==> src/rtl/uart_rx_os.sv <==
// ============================================================================
// Module   : uart_rx_os
// Brief    : Oversampling 8N1 UART receiver (optional parity), valid/ready out.
// Revision : 1.0 - initial release
// ============================================================================
`default_nettype none

module uart_rx_os #(
    parameter int CLKS_PER_BIT = 104,
    parameter bit PARITY_EN    = 1'b0,
    parameter bit PARITY_ODD   = 1'b0
) (
    input  logic       clk,
    input  logic       rst_n,
    input  logic       rx,
    output logic [7:0] rx_data,
    output logic       rx_valid,
    input  logic       rx_ready,
    output logic       frame_err,
    output logic       parity_err,
    output logic       overrun,
    output logic       busy
);

    localparam int            CW     = $clog2(CLKS_PER_BIT);
    localparam int            H      = CLKS_PER_BIT / 2;
    localparam logic [CW-1:0] C_ONE  = CW'(1);
    localparam logic [CW-1:0] C_HM1  = CW'(H - 1);
    localparam logic [CW-1:0] C_H    = CW'(H);
    localparam logic [CW-1:0] C_HP1  = CW'(H + 1);
    localparam logic [CW-1:0] C_LAST = CW'(CLKS_PER_BIT - 1);

    typedef enum logic [2:0] {
        S_IDLE   = 3'd0,
        S_START  = 3'd1,
        S_DATA   = 3'd2,
        S_PARITY = 3'd3,
        S_STOP   = 3'd4,
        S_BREAK  = 3'd5
    } state_t;

    logic          rx_meta_q, rx_s_q, rx_prev_q;
    state_t        state_q, state_d;
    logic [CW-1:0] cnt_q, cnt_d;
    logic [1:0]    smp_q, smp_d;
    logic [2:0]    bit_idx_q, bit_idx_d;
    logic [7:0]    shift_q, shift_d;
    logic          par_pend_q, par_pend_d;
    logic [7:0]    rx_data_q, rx_data_d;
    logic          rx_valid_q, rx_valid_d;
    logic          frame_err_q, frame_err_d;
    logic          parity_err_q, parity_err_d;
    logic          overrun_q, overrun_d;
    logic          maj, decide, commit, commit_fe;

    // Synchronizer idles high so a reset never looks like a start edge.
    always_ff @(posedge clk or negedge rst_n) begin
        if (!rst_n) begin
            rx_meta_q <= 1'b1;
            rx_s_q    <= 1'b1;
            rx_prev_q <= 1'b1;
        end else begin
            rx_meta_q <= rx;
            rx_s_q    <= rx_meta_q;
            rx_prev_q <= rx_s_q;
        end
    end

    always_ff @(posedge clk or negedge rst_n) begin
        if (!rst_n) begin
            state_q      <= S_IDLE;
            cnt_q        <= '0;
            smp_q        <= 2'b11;
            bit_idx_q    <= 3'd0;
            shift_q      <= 8'h00;
            par_pend_q   <= 1'b0;
            rx_data_q    <= 8'h00;
            rx_valid_q   <= 1'b0;
            frame_err_q  <= 1'b0;
            parity_err_q <= 1'b0;
            overrun_q    <= 1'b0;
        end else begin
            state_q      <= state_d;
            cnt_q        <= cnt_d;
            smp_q        <= smp_d;
            bit_idx_q    <= bit_idx_d;
            shift_q      <= shift_d;
            par_pend_q   <= par_pend_d;
            rx_data_q    <= rx_data_d;
            rx_valid_q   <= rx_valid_d;
            frame_err_q  <= frame_err_d;
            parity_err_q <= parity_err_d;
            overrun_q    <= overrun_d;
        end
    end

    always_comb begin
        state_d      = state_q;
        cnt_d        = cnt_q;
        smp_d        = smp_q;
        bit_idx_d    = bit_idx_q;
        shift_d      = shift_q;
        par_pend_d   = par_pend_q;
        rx_data_d    = rx_data_q;
        rx_valid_d   = rx_valid_q;
        frame_err_d  = frame_err_q;
        parity_err_d = parity_err_q;
        overrun_d    = 1'b0;
        commit       = 1'b0;
        commit_fe    = 1'b0;

        // Third sample is taken live at the decision point.
        maj    = (smp_q[0] & smp_q[1]) | (smp_q[0] & rx_s_q) | (smp_q[1] & rx_s_q);
        decide = (cnt_q == C_HP1);

        if (state_q != S_IDLE && state_q != S_BREAK) begin
            cnt_d = (cnt_q == C_LAST) ? '0 : cnt_q + C_ONE;
            if (cnt_q == C_HM1) smp_d[0] = rx_s_q;
            if (cnt_q == C_H)   smp_d[1] = rx_s_q;
        end

        case (state_q)
            S_IDLE: begin
                if (!rx_s_q && rx_prev_q) begin
                    state_d    = S_START;
                    cnt_d      = '0;
                    bit_idx_d  = 3'd0;
                    par_pend_d = 1'b0;
                end
            end
            S_START: begin
                if (decide) state_d = maj ? S_IDLE : S_DATA;
            end
            S_DATA: begin
                if (decide) begin
                    shift_d   = {maj, shift_q[7:1]};
                    bit_idx_d = bit_idx_q + 3'd1;
                    if (bit_idx_q == 3'd7) state_d = PARITY_EN ? S_PARITY : S_STOP;
                end
            end
            S_PARITY: begin
                if (decide) begin
                    par_pend_d = ((^shift_q) ^ PARITY_ODD) != maj;
                    state_d    = S_STOP;
                end
            end
            S_STOP: begin
                if (decide) begin
                    commit    = 1'b1;
                    commit_fe = ~maj;
                    state_d   = maj ? S_IDLE : S_BREAK;
                end
            end
            S_BREAK: begin
                if (rx_s_q) state_d = S_IDLE;
            end
            default: state_d = S_IDLE;
        endcase

        if (commit) begin
            if (!rx_valid_q || rx_ready) begin
                rx_data_d    = shift_q;
                frame_err_d  = commit_fe;
                parity_err_d = par_pend_q;
                rx_valid_d   = 1'b1;
            end else begin
                overrun_d = 1'b1;
            end
        end else if (rx_valid_q && rx_ready) begin
            rx_valid_d = 1'b0;
        end
    end

    assign rx_data    = rx_data_q;
    assign rx_valid   = rx_valid_q;
    assign frame_err  = frame_err_q;
    assign parity_err = parity_err_q;
    assign overrun    = overrun_q;
    assign busy       = (state_q != S_IDLE);

endmodule

`default_nettype wire

==> config.mk <==
export PLATFORM = sky130hd
export DESIGN_NAME = uart_rx_os
export DESIGN_NICKNAME = d
export VERILOG_FILES = /design/src/rtl/uart_rx_os.sv
export SDC_FILE = /design/constraint.sdc
export NUM_CORES = 1
export LEC_CHECK = 0
export CAP_MARGIN = 5
export CORE_ASPECT_RATIO = 1.4
export CORE_MARGIN = 2
export CORE_UTILIZATION = 45
export CTS_CLUSTER_DIAMETER = 40
export DETAILED_ROUTE_END_ITERATION = 6
export SKIP_CTS_REPAIR_TIMING = 1
export SLEW_MARGIN = 10
export SYNTH_ARGS = -nofsm -noshare
export SYNTH_HDL_FRONTEND = slang
export SYNTH_SLANG_ARGS = --single-unit
==> constraint.sdc <==
create_clock -name clk -period 2.3 [get_ports clk]
set_input_delay 0.345 -clock clk [delete_from_list [all_inputs] [get_ports clk]]
set_output_delay 0.345 -clock clk [all_outputs]
set_load 0.005 [all_outputs]
==> flow_metrics.tcl <==
set metrics [dict create \
    synth-adder-area-share 0.0385 \
    wl_um 3590 \
    final_common_cell "dfrtp_1" \
    async_flop_share 1.00 \
    syn_nets 171 \
    synth-edff-count 0 \
    final.period_utilization 0.891 \
    yosysTopAreaCell "dfrtp_1" \
    synthCells 162 \
    port_buffers 16 \
    synth-seq-cells 39 \
    syn_area_per_cell_um2 11.6 \
    syn_area_um2 1890 \
    rsz0062_at_grt "no" \
    dieArea_um2 4730 \
    peakVddDrop_mv 0.512 \
    synth_top_family_by_area "simple AND/OR/NAND/NOR gates" \
    antenna_found_initial 0 \
    rows 27 \
    skew_ns 0.00162 \
    grt_pass1_vias 1362 \
    max_freq_mhz 488 \
    clk_pin_slew_ns 0.08 \
    ys_warn_count 0 \
    outcome "complete, no violations" \
    via_per_inst 5.60 \
    ctsHtreeMaxLevel 2 \
    routedWlPerCell_um 16.0 \
    die-height_um 80.6 \
    yosysSeqAreaShare 0.521 \
    place_area_um2 2090 \
    diodes 0 \
    start_util 0.473 \
    synth_compound_area_frac 0.0756 \
    required_ns 1.96 \
    overflow 0 \
    cp-start-kind "flop" \
    fin_tns_setup_ns 0 \
    leakage_nw 1.01 \
    routabilityCongestion 0.840 \
    cts-root-buf "clkbuf_8" \
    tightestPinTransition_ns 0.850 \
    synth_cell_types 44 \
    drc_errors 0 \
    slew_viol_final 0 \
    grt.total_usage 0.178 \
    ys.flop_type "dfrtp_1" \
    syn2layout_area_growth_pct 17.8 \
    synth-xor-area-share 0.0584 \
    grt_max_degree 40 \
    via_count 1261 \
    numCtsBuffers 5 \
    ff2ff_path_depth 6 \
    cp.arrival_ns 1.71 \
    min_period_ns 2.05 \
    dr.first_iter.drc_count 40 \
    die_x_um 58.7 \
    synth_area_leaders "dfrtp_1 45%, mux2_2 11%, dfstp_2 7.0%" \
    most-common-layout-cells "34 x dfrtp_1, 19 x mux2_2, 15 x clkdlybuf4s50_1" \
    final_cell_area_um2 2220 \
    dp_hpwl_um 2560 \
    power.density_nw_per_um2 899 \
    hold_viol 0 \
    clk_latency_ns 0.28 \
    drive_above_1_share 0.214 \
    path_max_fanout 17 \
    setup_viol 0 \
    synth_simple_gate_area_frac 0.157 \
    fin_nets 190 \
    cts_max_path_buffers 2 \
    synth_top_area_share 0.451 \
    cts_tree "built" \
    grt_pass1_wl_um 6270 \
    relSlewSlack 0.433 \
    muxShareOfSynthArea 0.119 \
    crit_type "flop to primary output" \
    cts_sinks 39 \
    io_pins 17 \
    core_area_um2 3990 \
    first_pass_iters 4 \
    hold_path.class "input port to async pin" \
    crit_path_end_kind "primary output" \
    drv_cap 0 \
    antenna_left 0 \
]
[state kept, by name, indices dropped and copies added, names as in the netlist, 2 cells and up]
register	count
state_q	3
cnt_q	7
bit_idx_q	3
shift_q	8
smp_q	2
rx_data	8
[layer usage]
| metal | share of wire | vias to the layer above | global-route usage |
|---|---|---|---|
| li1 | - | 611 | - |
| met5 | 0 | - | 0 |
| met3 | 0.022 | 8 | 0.0386 |
| met1 | 0.41 | 623 | 0.211 |
| met4 | 0.023 | 0 | 0.0818 |
| met2 | 0.55 | 19 | 0.302 |
[cell families after synthesis]
group                      after synthesis
and+or+nand+nor                         50
adders and majority gates                6
muxes                                   20
AOI/OAI and AO/OA                       22
xor gates and xnor gates                11
DFF                                     39
buffers and inverters                   14
[final timing paths]
kind / start / end / slack [ns]
max in group asynchronous: rst_n / rx_data[5] / 1.60
worst max-delay path: state_q[1] / busy / 0.25
worst min register to register: rx_meta_q / rx_s_q / 0.36
min in group clk: rx_meta_q / rx_s_q / 0.36
worst min-delay path: rst_n / cnt_q[2] / 0.16
worst max register to register: bit_idx_q[0] / state_q[0] / 0.49
[stage by stage]
step           cells  total power, mW  worst slack (ns)   util  hold slack [ns]
3_3_place_gp     217             1.31             0.570  0.523            0.347
4_1_cts          225             2.02             0.248  0.557            0.193
6_report         225             2.00             0.250  0.557            0.158
5_1_grt          225             2.12            0.0472  0.557            0.243
3_5_place_dp     217             1.33             0.505  0.523            0.350
2_1_floorplan    162             1.20             0.575      -           0.0494
[synth_stat cells, drive strengths merged, types with 2 or more instances]
cell type and n:
dfrtp 34, mux2 19, o21ai 11, nand2 10, nor2 9, inv 7
nand3 6, xnor2 6, dfstp 5, ha 5, buf 4, nor3b 4
xor2 4, a21oi 3, clkbuf 3, and3 2, nand2b 2, nand4 2
nor2b 2, nor3 2, nor4 2, o2111ai 2
[critical path, stage by stage (launching register included)]
cell             delay [ns]
dfrtp_1                0.56
nor3_1                 0.35
inv_1                  0.07
clkdlybuf4s50_1        0.44
[power by group]
part | internal (mW) | switching, mW | leakage, nW | total [mW]
clock network | 0.433 | 0.244 | 0.0644 | 0.677
registers | 0.771 | 0.147 | 0.512 | 0.918
logic | 0.195 | 0.208 | 0.434 | 0.403
[cell type report]
| class | instances | area (µm²) |
|---|---|---|
| multi-input cells | 109 | 846 |
| flip-flops and latches | 39 | 982 |
| clock inverters | 3 | 67.6 |
| fillers | 342 | 1760 |
| repair buffers | 19 | 178 |
| inverters | 7 | 26.3 |
| well taps | 43 | 53.8 |
| clock buffers | 5 | 68.8 |
No activity file was read; power rests on OpenSTA's default activity.
